File: src/rtl/mc_ctrl.sv
// Multi-cycle MIPS control FSM: sequences IF/ID/EX/MEM/WB over a shared ALU and a single
// req/ack memory port, with sticky illegal-instruction and memory-timeout error capture.
module mc_ctrl #(
    parameter int MEM_WAIT_MAX = 15,
    parameter int CNT_W        = 32
) (
    input  logic             clk,
    input  logic             rst,
    input  logic [5:0]       Op,
    input  logic [5:0]       Funct,
    input  logic             Zero,
    input  logic             mem_ack,
    output logic             mem_req,
    output logic             MemWrite,
    output logic             IRWrite,
    output logic             PCWrite,
    output logic             RegWrite,
    output logic [1:0]       EXTOp,
    output logic [3:0]       ALUOp,
    output logic [1:0]       ALUSrc,
    output logic [1:0]       NPCOp,
    output logic [1:0]       GPRSel,
    output logic [1:0]       WDSel,
    output logic [2:0]       state_o,
    output logic             illegal,
    output logic             timeout,
    output logic [CNT_W-1:0] instr_cnt
);

    typedef enum logic [2:0] {
        S_IF  = 3'd0,
        S_ID  = 3'd1,
        S_EX  = 3'd2,
        S_MEM = 3'd3,
        S_WB  = 3'd4,
        S_ERR = 3'd5
    } state_t;

    typedef enum logic [3:0] {
        K_R_ALU, K_I_ALU, K_LW, K_SW, K_BEQ, K_BNE, K_J, K_JAL, K_JR, K_JALR, K_BAD
    } kind_t;

    localparam logic [3:0] ALU_NOP  = 4'd0;
    localparam logic [3:0] ALU_ADD  = 4'd1;
    localparam logic [3:0] ALU_SUB  = 4'd2;
    localparam logic [3:0] ALU_AND  = 4'd3;
    localparam logic [3:0] ALU_OR   = 4'd4;
    localparam logic [3:0] ALU_SLT  = 4'd5;
    localparam logic [3:0] ALU_SLTU = 4'd6;
    localparam logic [3:0] ALU_NOR  = 4'd7;
    localparam logic [3:0] ALU_SLL  = 4'd8;
    localparam logic [3:0] ALU_SRL  = 4'd9;

    localparam logic [1:0] EXT_ZERO = 2'b00;
    localparam logic [1:0] EXT_SIGN = 2'b01;
    localparam logic [1:0] EXT_LUI  = 2'b10;

    localparam logic [1:0] SRC_REG   = 2'b00;
    localparam logic [1:0] SRC_SHAMT = 2'b01;
    localparam logic [1:0] SRC_IMM   = 2'b10;

    localparam logic [1:0] NPC_SEQ  = 2'b00;
    localparam logic [1:0] NPC_BR   = 2'b01;
    localparam logic [1:0] NPC_JMP  = 2'b10;
    localparam logic [1:0] NPC_JREG = 2'b11;

    localparam logic [1:0] GPR_RD  = 2'b00;
    localparam logic [1:0] GPR_RT  = 2'b01;
    localparam logic [1:0] GPR_R31 = 2'b10;

    localparam logic [1:0] WD_ALU = 2'b00;
    localparam logic [1:0] WD_MEM = 2'b01;
    localparam logic [1:0] WD_PC4 = 2'b10;

    localparam logic [7:0] WAIT_LAST = 8'(MEM_WAIT_MAX - 1);

    state_t     state, state_n;
    kind_t      kind;
    logic [3:0] dec_alu;
    logic [1:0] dec_src;
    logic [1:0] dec_ext;
    logic [7:0] wait_cnt;
    logic       wait_last;
    logic       set_illegal;
    logic       set_timeout;

    // NOTE: every always_comb output gets a default before any branch, so no path leaves a latch.
    always_comb begin
        kind    = K_BAD;
        dec_alu = ALU_NOP;
        dec_src = SRC_REG;
        dec_ext = EXT_ZERO;
        case (Op)
            6'b000000: begin
                case (Funct)
                    6'b100000, 6'b100001: begin kind = K_R_ALU; dec_alu = ALU_ADD;  end
                    6'b100010, 6'b100011: begin kind = K_R_ALU; dec_alu = ALU_SUB;  end
                    6'b100100:            begin kind = K_R_ALU; dec_alu = ALU_AND;  end
                    6'b100101:            begin kind = K_R_ALU; dec_alu = ALU_OR;   end
                    6'b100111:            begin kind = K_R_ALU; dec_alu = ALU_NOR;  end
                    6'b101010:            begin kind = K_R_ALU; dec_alu = ALU_SLT;  end
                    6'b101011:            begin kind = K_R_ALU; dec_alu = ALU_SLTU; end
                    6'b000000: begin kind = K_R_ALU; dec_alu = ALU_SLL; dec_src = SRC_SHAMT; end
                    6'b000010: begin kind = K_R_ALU; dec_alu = ALU_SRL; dec_src = SRC_SHAMT; end
                    6'b000100:            begin kind = K_R_ALU; dec_alu = ALU_SLL;  end
                    6'b000110:            begin kind = K_R_ALU; dec_alu = ALU_SRL;  end
                    6'b001000:            kind = K_JR;
                    6'b001001:            kind = K_JALR;
                    default:              kind = K_BAD;
                endcase
            end
            6'b001000: begin kind = K_I_ALU; dec_alu = ALU_ADD; dec_src = SRC_IMM; dec_ext = EXT_SIGN; end
            6'b001100: begin kind = K_I_ALU; dec_alu = ALU_AND; dec_src = SRC_IMM; dec_ext = EXT_ZERO; end
            6'b001101: begin kind = K_I_ALU; dec_alu = ALU_OR;  dec_src = SRC_IMM; dec_ext = EXT_ZERO; end
            6'b001010: begin kind = K_I_ALU; dec_alu = ALU_SLT; dec_src = SRC_IMM; dec_ext = EXT_SIGN; end
            6'b001111: begin kind = K_I_ALU; dec_alu = ALU_ADD; dec_src = SRC_IMM; dec_ext = EXT_LUI;  end
            6'b100011: begin kind = K_LW;    dec_alu = ALU_ADD; dec_src = SRC_IMM; dec_ext = EXT_SIGN; end
            6'b101011: begin kind = K_SW;    dec_alu = ALU_ADD; dec_src = SRC_IMM; dec_ext = EXT_SIGN; end
            6'b000100: begin kind = K_BEQ;   dec_alu = ALU_SUB; dec_ext = EXT_SIGN; end
            6'b000101: begin kind = K_BNE;   dec_alu = ALU_SUB; dec_ext = EXT_SIGN; end
            6'b000010: kind = K_J;
            6'b000011: kind = K_JAL;
            default:   kind = K_BAD;
        endcase
    end

    assign wait_last = (wait_cnt == WAIT_LAST);

    always_comb begin
        state_n     = state;
        mem_req     = 1'b0;
        MemWrite    = 1'b0;
        IRWrite     = 1'b0;
        PCWrite     = 1'b0;
        RegWrite    = 1'b0;
        EXTOp       = EXT_ZERO;
        ALUOp       = ALU_NOP;
        ALUSrc      = SRC_REG;
        NPCOp       = NPC_SEQ;
        GPRSel      = GPR_RD;
        WDSel       = WD_ALU;
        set_illegal = 1'b0;
        set_timeout = 1'b0;

        // ALU controls stay valid from EX through WB so the address/result never glitches.
        if (state inside {S_EX, S_MEM, S_WB}) begin
            ALUOp  = dec_alu;
            ALUSrc = dec_src;
            EXTOp  = dec_ext;
        end

        case (state)
            S_IF: begin
                mem_req = 1'b1;
                if (mem_ack) begin
                    IRWrite = 1'b1;
                    state_n = S_ID;
                end else if (wait_last) begin
                    set_timeout = 1'b1;
                    state_n     = S_ERR;
                end
            end
            S_ID: begin
                case (kind)
                    K_BAD: begin
                        set_illegal = 1'b1;
                        state_n     = S_ERR;
                    end
                    K_J: begin
                        PCWrite = 1'b1;
                        NPCOp   = NPC_JMP;
                        state_n = S_IF;
                    end
                    K_JAL: begin
                        PCWrite  = 1'b1;
                        NPCOp    = NPC_JMP;
                        RegWrite = 1'b1;
                        GPRSel   = GPR_R31;
                        WDSel    = WD_PC4;
                        state_n  = S_IF;
                    end
                    default: state_n = S_EX;
                endcase
            end
            S_EX: begin
                case (kind)
                    K_BEQ, K_BNE: begin
                        PCWrite = 1'b1;
                        if ((kind == K_BEQ && Zero) || (kind == K_BNE && !Zero))
                            NPCOp = NPC_BR;
                        state_n = S_IF;
                    end
                    K_JR: begin
                        PCWrite = 1'b1;
                        NPCOp   = NPC_JREG;
                        state_n = S_IF;
                    end
                    K_JALR: begin
                        PCWrite  = 1'b1;
                        NPCOp    = NPC_JREG;
                        RegWrite = 1'b1;
                        GPRSel   = GPR_RD;
                        WDSel    = WD_PC4;
                        state_n  = S_IF;
                    end
                    K_LW, K_SW: state_n = S_MEM;
                    default:    state_n = S_WB;
                endcase
            end
            S_MEM: begin
                mem_req  = 1'b1;
                MemWrite = (kind == K_SW);
                if (mem_ack) begin
                    if (kind == K_SW) begin
                        PCWrite = 1'b1;
                        state_n = S_IF;
                    end else begin
                        state_n = S_WB;
                    end
                end else if (wait_last) begin
                    set_timeout = 1'b1;
                    state_n     = S_ERR;
                end
            end
            S_WB: begin
                RegWrite = 1'b1;
                PCWrite  = 1'b1;
                GPRSel   = (kind == K_I_ALU || kind == K_LW) ? GPR_RT : GPR_RD;
                WDSel    = (kind == K_LW) ? WD_MEM : WD_ALU;
                state_n  = S_IF;
            end
            S_ERR:   state_n = S_ERR;
            default: state_n = S_ERR;
        endcase

        // Reset abandons the instruction: nothing may commit on the reset edge.
        if (rst) begin
            mem_req     = 1'b0;
            MemWrite    = 1'b0;
            IRWrite     = 1'b0;
            PCWrite     = 1'b0;
            RegWrite    = 1'b0;
            set_illegal = 1'b0;
            set_timeout = 1'b0;
        end
    end

    // NOTE: state registers use non-blocking assignments so all flops update together on the edge.
    always_ff @(posedge clk) begin
        if (rst) begin
            state     <= S_IF;
            wait_cnt  <= '0;
            instr_cnt <= '0;
            illegal   <= 1'b0;
            timeout   <= 1'b0;
        end else begin
            state     <= state_n;
            wait_cnt  <= (mem_req && !mem_ack) ? wait_cnt + 8'd1 : 8'd0;
            if (PCWrite)
                instr_cnt <= instr_cnt + 1'b1;
            if (set_illegal)
                illegal <= 1'b1;
            if (set_timeout)
                timeout <= 1'b1;
        end
    end

    assign state_o = state;

endmodule

File: config.mk
export PLATFORM = sky130hd
export DESIGN_NAME = mc_ctrl
export DESIGN_NICKNAME = d
export VERILOG_FILES = /design/src/rtl/mc_ctrl.sv
export SDC_FILE = /design/constraint.sdc
export NUM_CORES = 1
export LEC_CHECK = 0
export CAP_MARGIN = 30
export CORE_MARGIN = 2
export CORE_UTILIZATION = 50
export DETAILED_ROUTE_END_ITERATION = 16
export GPL_TIMING_DRIVEN = 0
export HOLD_SLACK_MARGIN = 0.1
export PLACE_DENSITY = 0.87
export SYNTH_ARGS = -nofsm -noshare
export SYNTH_HDL_FRONTEND = slang
export SYNTH_SLANG_ARGS = --single-unit
File: constraint.sdc
create_clock -name clk -period 3 [get_ports clk]
set_input_delay 0.6 -clock clk [delete_from_list [all_inputs] [get_ports clk]]
set_output_delay 0.6 -clock clk [all_outputs]
set_load 0.02 [all_outputs]
# == Word level (Yosys, flattened, before mapping) ==
# Cells that the tools add are included.
# totals
inputBits,16
elab_cells,128
memories,0
register_bits,45
latchBits,0
ramBits,0
romBits,0
output_inout_bits,56
# classes
n_addsub,2
div_mod_pow,0
eq_ne,40
shift,0
bitwise_logic,1
order_cmp,0
mul,0
reduce_logical,29
n_mux,51
# ops
cell,count
equality test 6 bit (second input constant),11
equality test 6 x 4 -> 1 bit (second input constant),7
case mux 4 bit (9 select lines),1
adder 32 x 1 -> 32 bit (second input constant),1
case mux 4 bit (8 select lines),1
two-way mux 1 bit,26
equality test 6 x 3 -> 1 bit (second input constant),4
case mux 4 bit (6 select lines),1
OR reduction 2 bit,12
case mux 2 bit (2 select lines),5
equality test 6 x 2 -> 1 bit (second input constant),3
equality test 4 x 3 -> 1 bit (second input constant),4
case mux 3 bit (5 select lines),1
OR reduction 13 bit,1
equality test 4 bit (second input constant),3
logical NOT 6 bit,2
two-way mux 3 bit,4
case mux 3 bit (2 select lines),2
case mux 4 bit (3 select lines),1
two-way mux 2 bit,5
adder 8 x 1 -> 8 bit (second input constant),1
equality test 4 x 2 -> 1 bit (second input constant),2
equality test 8 x 4 -> 1 bit (second input constant),1
OR reduction 4 bit,2
17 further kinds,22

# == Logic depth before layout (Yosys ltp) ==
# depth
word_depth,10
ltp_mapped,9
ltp_nobuf,8

# == Worst setup path after synthesis ==
# OpenSTA, ideal clock, no wires.
# synth_path
path_kind,in2out
start,in Funct[5]
end,out RegWrite
arrival_ns,2.404
path_buffers,1
required_ns,2.400
stages,7
path_slack_ns,-0.004
cell_sequence,buf_2 -> nor4_4 -> and4_1 -> a211oi_2 -> nor3_1 -> nor2_1 -> nor2_1
# synth_between
elab_chain_cells,8
word_cells_on_any_way,24
cone_classes,eq/ne: 16; mux: 6; reduce/logical: 2
# synth_lines
element,line_no,text
start: declaration,10,"input logic [5:0] Funct,"
equality test 6 x 3 -> 1 bit (tied with other cells),95,case (Funct)
OR reduction 13 bit (no line),-,
case mux 4 bit (3 select lines) (*),95,
case mux 4 bit (8 select lines) (*),93,case (Op)
equality test 4 bit / equality test 4 x 3 -> 1 bit (equally long branches),"186, 164",
"two-way mux 1 bit, on equally long branches","186, 164",
case mux 1 bit (3 select lines) (*),152,case (state)
two-way mux 1 bit (*),237,if (rst) begin
end: declaration,17,"output logic RegWrite,"
# Every way passes the cells marked *; elsewhere a longest branch is shown, timed or not.

# == Final worst setup path ==
# layout_path
start,in Op[1]
end,out NPCOp[0]
# layout_between
elab_chain_cells,9
word_cells_on_any_way,26
cone_classes,eq/ne: 15; mux: 4; reduce/logical: 7
# layout_lines
element,line_no,text
start: declaration,9,"input logic [5:0] Op,"
equality test 6 x 4 -> 1 bit,93,
OR reduction 5 bit (no line),-,
case mux 4 bit (8 select lines) (*),93,
equality test 4 x 3 -> 1 bit,"186, 189",
logical AND 1 bit,189,if ((kind == K_BEQ && Zero) || (kind == K_BNE && !Zero))
logical OR 1 bit,189,
two-way mux 1 bit,189,
case mux 2 bit (2 select lines) (*),186,case (kind)
case mux 2 bit (2 select lines) (*),152,
end: declaration,21,"output logic [1:0] NPCOp,"
# Marks and branches as above.

==> run_results.csv <==
group,metric,value,unit
floorplan,core,0.005507,mm2
timing,drv_slew,0,
logic_synthesis,ys_seq_area_frac,0.3144,
timing,worst_slack,23.90,ps
timing,setup_tns,0,ps
drt,wl_met3,450,um
logic_synthesis,yosys.area.top_type,"dfxtp_1",
clock_tree,cts_buffer_depth,2,
floorplan,start_util,0.5203,
clock_tree,clkLatencyLatePin,310,ps
drt,wl_met2,3964,um
worst_setup_path,path_buf_inv,4,
global_routing,grt_pass1_vias,2907,
global_routing,grt_pass1_wl,13120,um
logic_synthesis,synth-edff-count,0,
worst_setup_path,worstSetupPathType,"in -> out",
min_path,holdCritPathClass,"reg -> reg",
logic_synthesis,synth_warnings,0,
drt,highest_layer,"met4",
min_path,min_from,"wait_cnt[0]",
worst_setup_path,crit_fanout,4,
clock_tree,path_clk_slew,80,ps
clock_tree,root_buffer,"clkbuf_8",
drt,drt_iter0_markers,232,
final_layout,fin_nets,473,
final_layout,diodes,0,
timing,fmax,336.0,MHz
floorplan,ioPinCount,72,
worst_setup_path,crit_start,"Op[1]",
drt,wl_met1,3396,um
floorplan,dieArea,0.006352,mm2
placement,dp_hpwl,5401,um
status,status,"finished, final reports clean",
final_layout,drive_above_1_share,0.1780,
placement,preCtsSetupSlack,-1015,ps
timing,fin_crit_sh,0.9920,
clock_tree,cts_buffers,5,
final_layout,layout_common_cells,"nor2_1, dfxtp_1, clkdlybuf4s50_1, xor2_1, nand2_1",
logic_synthesis,syn_nets,387,
logic_synthesis,synth.area.top_cells,"dfxtp_1, xor2_1, nor2_1",
placement,place_congestion,0.9161,
flow_run,max_cap_violations,0,
drt,drcViolationCount,0,
power_and_ir_drop,powerDensity,344.3,mW/mm2
global_routing,antenna_found_initial,0,
worst_setup_path,timing.rr.start,"state_o[2]",
timing,relSlewSlack,0.6947,
worst_setup_path,path_cells,"dlygate4sd2_1, and4b_2, nand3b_2, inv_1, a211oi_4, buf_4, xor2_1, o22ai_1, buf_2",
drt,first_pass_iters,5,
power_and_ir_drop,max-vdd-ir-drop,0.0004756,V
placement,port_buffers,68,
timing,post-route-min-period,2976,ps
clock_tree,cts_tree,"built",
worst_setup_path,cp.arrival,2380,ps
logic_synthesis,synth_cell_types,57,
logic_synthesis,synth_cells,368,
logic_synthesis,syn_area_per_cell,7.786,um2
timing,worst_slew_pin_slew,458.0,ps
timing,rsz0062_at_grt,"yes",
drt,drt_wl_total,8070,um
clock_tree,cts.sinks,45,
logic_synthesis,yosysTopAreaCellShare,0.3144,
timing,fin_skew,8.115,ps
drt,via_per_inst,5.892,
logic_synthesis,ys.flop_type,"dfxtp_1",
worst_setup_path,crit_family,"buffers and inverters",
global_routing,grt-ovfl-total,0,
worst_setup_path,cp_slowest_stage_delay,310,ps
floorplan,die_width,79.70,um
global_routing,grt_max_degree,15,
timing,hold_violations,0,
drt,routedWlPerCell,15.31,um
logic_synthesis,synthArstFlopShare,0,
logic_synthesis,yosys_register_bits,45,
clock_tree,cts_hold_buf,0,
drt,route.vias.total,3105,
worst_setup_path,worstSetupEndpointType,"primary output",
timing,setup_viol,0,
power_and_ir_drop,p_leak,1.519,nW
logic_synthesis,netlist_area,0.002865,mm2
clock_tree,htreeDepth,2,
global_routing,grt_usage,0.2569,
drt,antenna_left,0,
final_layout,mostFrequentLayoutCell,"nor2_1",
worst_setup_path,cp-start-kind,"input pin",
worst_setup_path,cp_slowest_cell,"a211oi_4",
floorplan,die_h,79.70,um
final_layout,areaGrowthSynthToFinish,36.81,%
floorplan,core.rowCount,27,
worst_setup_path,critPathRequiredTime,2400,ps
-- registers in the layout, summed over array words and instances, names as in the netlist --
register   count
illegal        1
instr_cnt     32
state_o        3
timeout        1
wait_cnt       8
-- report_power, final --
part / total [mW] / switching [mW] / internal [mW]
Sequential: 0.628 / 0.0164 / 0.612
Clock: 0.400 / 0.213 / 0.187
Combinational: 0.322 / 0.192 / 0.130
-- worst paths after layout --
path	end	slack, ps	depth (start not counted)
max	NPCOp[0]	20	9
min	wait_cnt[0]	480	1
min reg2reg	wait_cnt[0]	480	1
max reg2reg	instr_cnt[19]	620	8
-- metrics by stage --
| step | area [um2] | hold slack (ps) | utilization | cells | total power, mW |
|---|---|---|---|---|---|
| floorplan | 2870 | 441.1 | - | 368 | 0.8221 |
| global placement | 3641 | 459.6 | 0.6612 | 508 | 0.9226 |
| detailed placement | 3641 | 463.7 | 0.6612 | 508 | 0.9280 |
| CTS | 3877 | 483.6 | 0.7042 | 525 | 1.335 |
| global route | 3920 | 499.5 | 0.7119 | 527 | 1.415 |
| finish | 3920 | 478.0 | 0.7119 | 527 | 1.350 |
-- what timing repair did --
action	4_1_cts	5_1_grt
pin swaps	6	5
buffers inserted	9	2
hold endpoints to repair	0	0
endpoints found under the setup margin	17	11
cloned	0	0
resized for setup	68	22
-- cells by family after synthesis --
| logic type | share of synthesized area |
|---|---|
| simple gates | 0.3118 |
| compound gates | 0.2022 |
| flops | 0.3144 |
| xor+xnor | 0.1009 |
| buf+inv | 0.05066 |
| fa+ha+maj | 0.01310 |
| mux | 0.006987 |
-- metal layers --
| metal | track usage | vias to the layer above |
|---|---|---|
| li1 | - | 1481 |
| met1 | 0.3260 | 1464 |
| met2 | 0.4311 | 127 |
| met3 | 0.04864 | 33 |
| met4 | 0.09655 | 0 |
| met5 | 0 | - |
-- final cells by class --
type / instances / area [um2]
Buffer: 21 / 126.4
Inverter: 11 / 41.29
Fill cell: 406 / 1587
Sequential cell: 45 / 900.9
Tap cell: 72 / 90.09
Timing Repair Buffer: 79 / 715.7
Multi-Input combinational cell: 291 / 1949
Clock buffer: 6 / 82.58
Clock inverter: 2 / 13.76
-- Yosys cell counts (2+ instances only) --
cell type,n
and4_1,3
o21ai_0,11
o211ai_1,14
mux2i_1,2
o31ai_1,2
a31o_2,2
buf_2,11
nor2_2,5
nor2_1,60
clkbuf_1,8
nor3_1,5
or3_1,5
nand3_1,13
nand2_1,19
nand2b_1,8
nor2b_1,7
and3_1,9
ha_1,3
and2_1,8
dfxtp_1,45
nand4_1,5
nor4_1,3
a211oi_2,3
inv_1,10
a21oi_1,19
xor2_1,30
o21ai_1,9
nor3b_1,4
nand3b_1,2
xnor2_1,3
o22ai_1,4
a31oi_1,6
o2111ai_1,6
(Power assumes the default switching activity.)
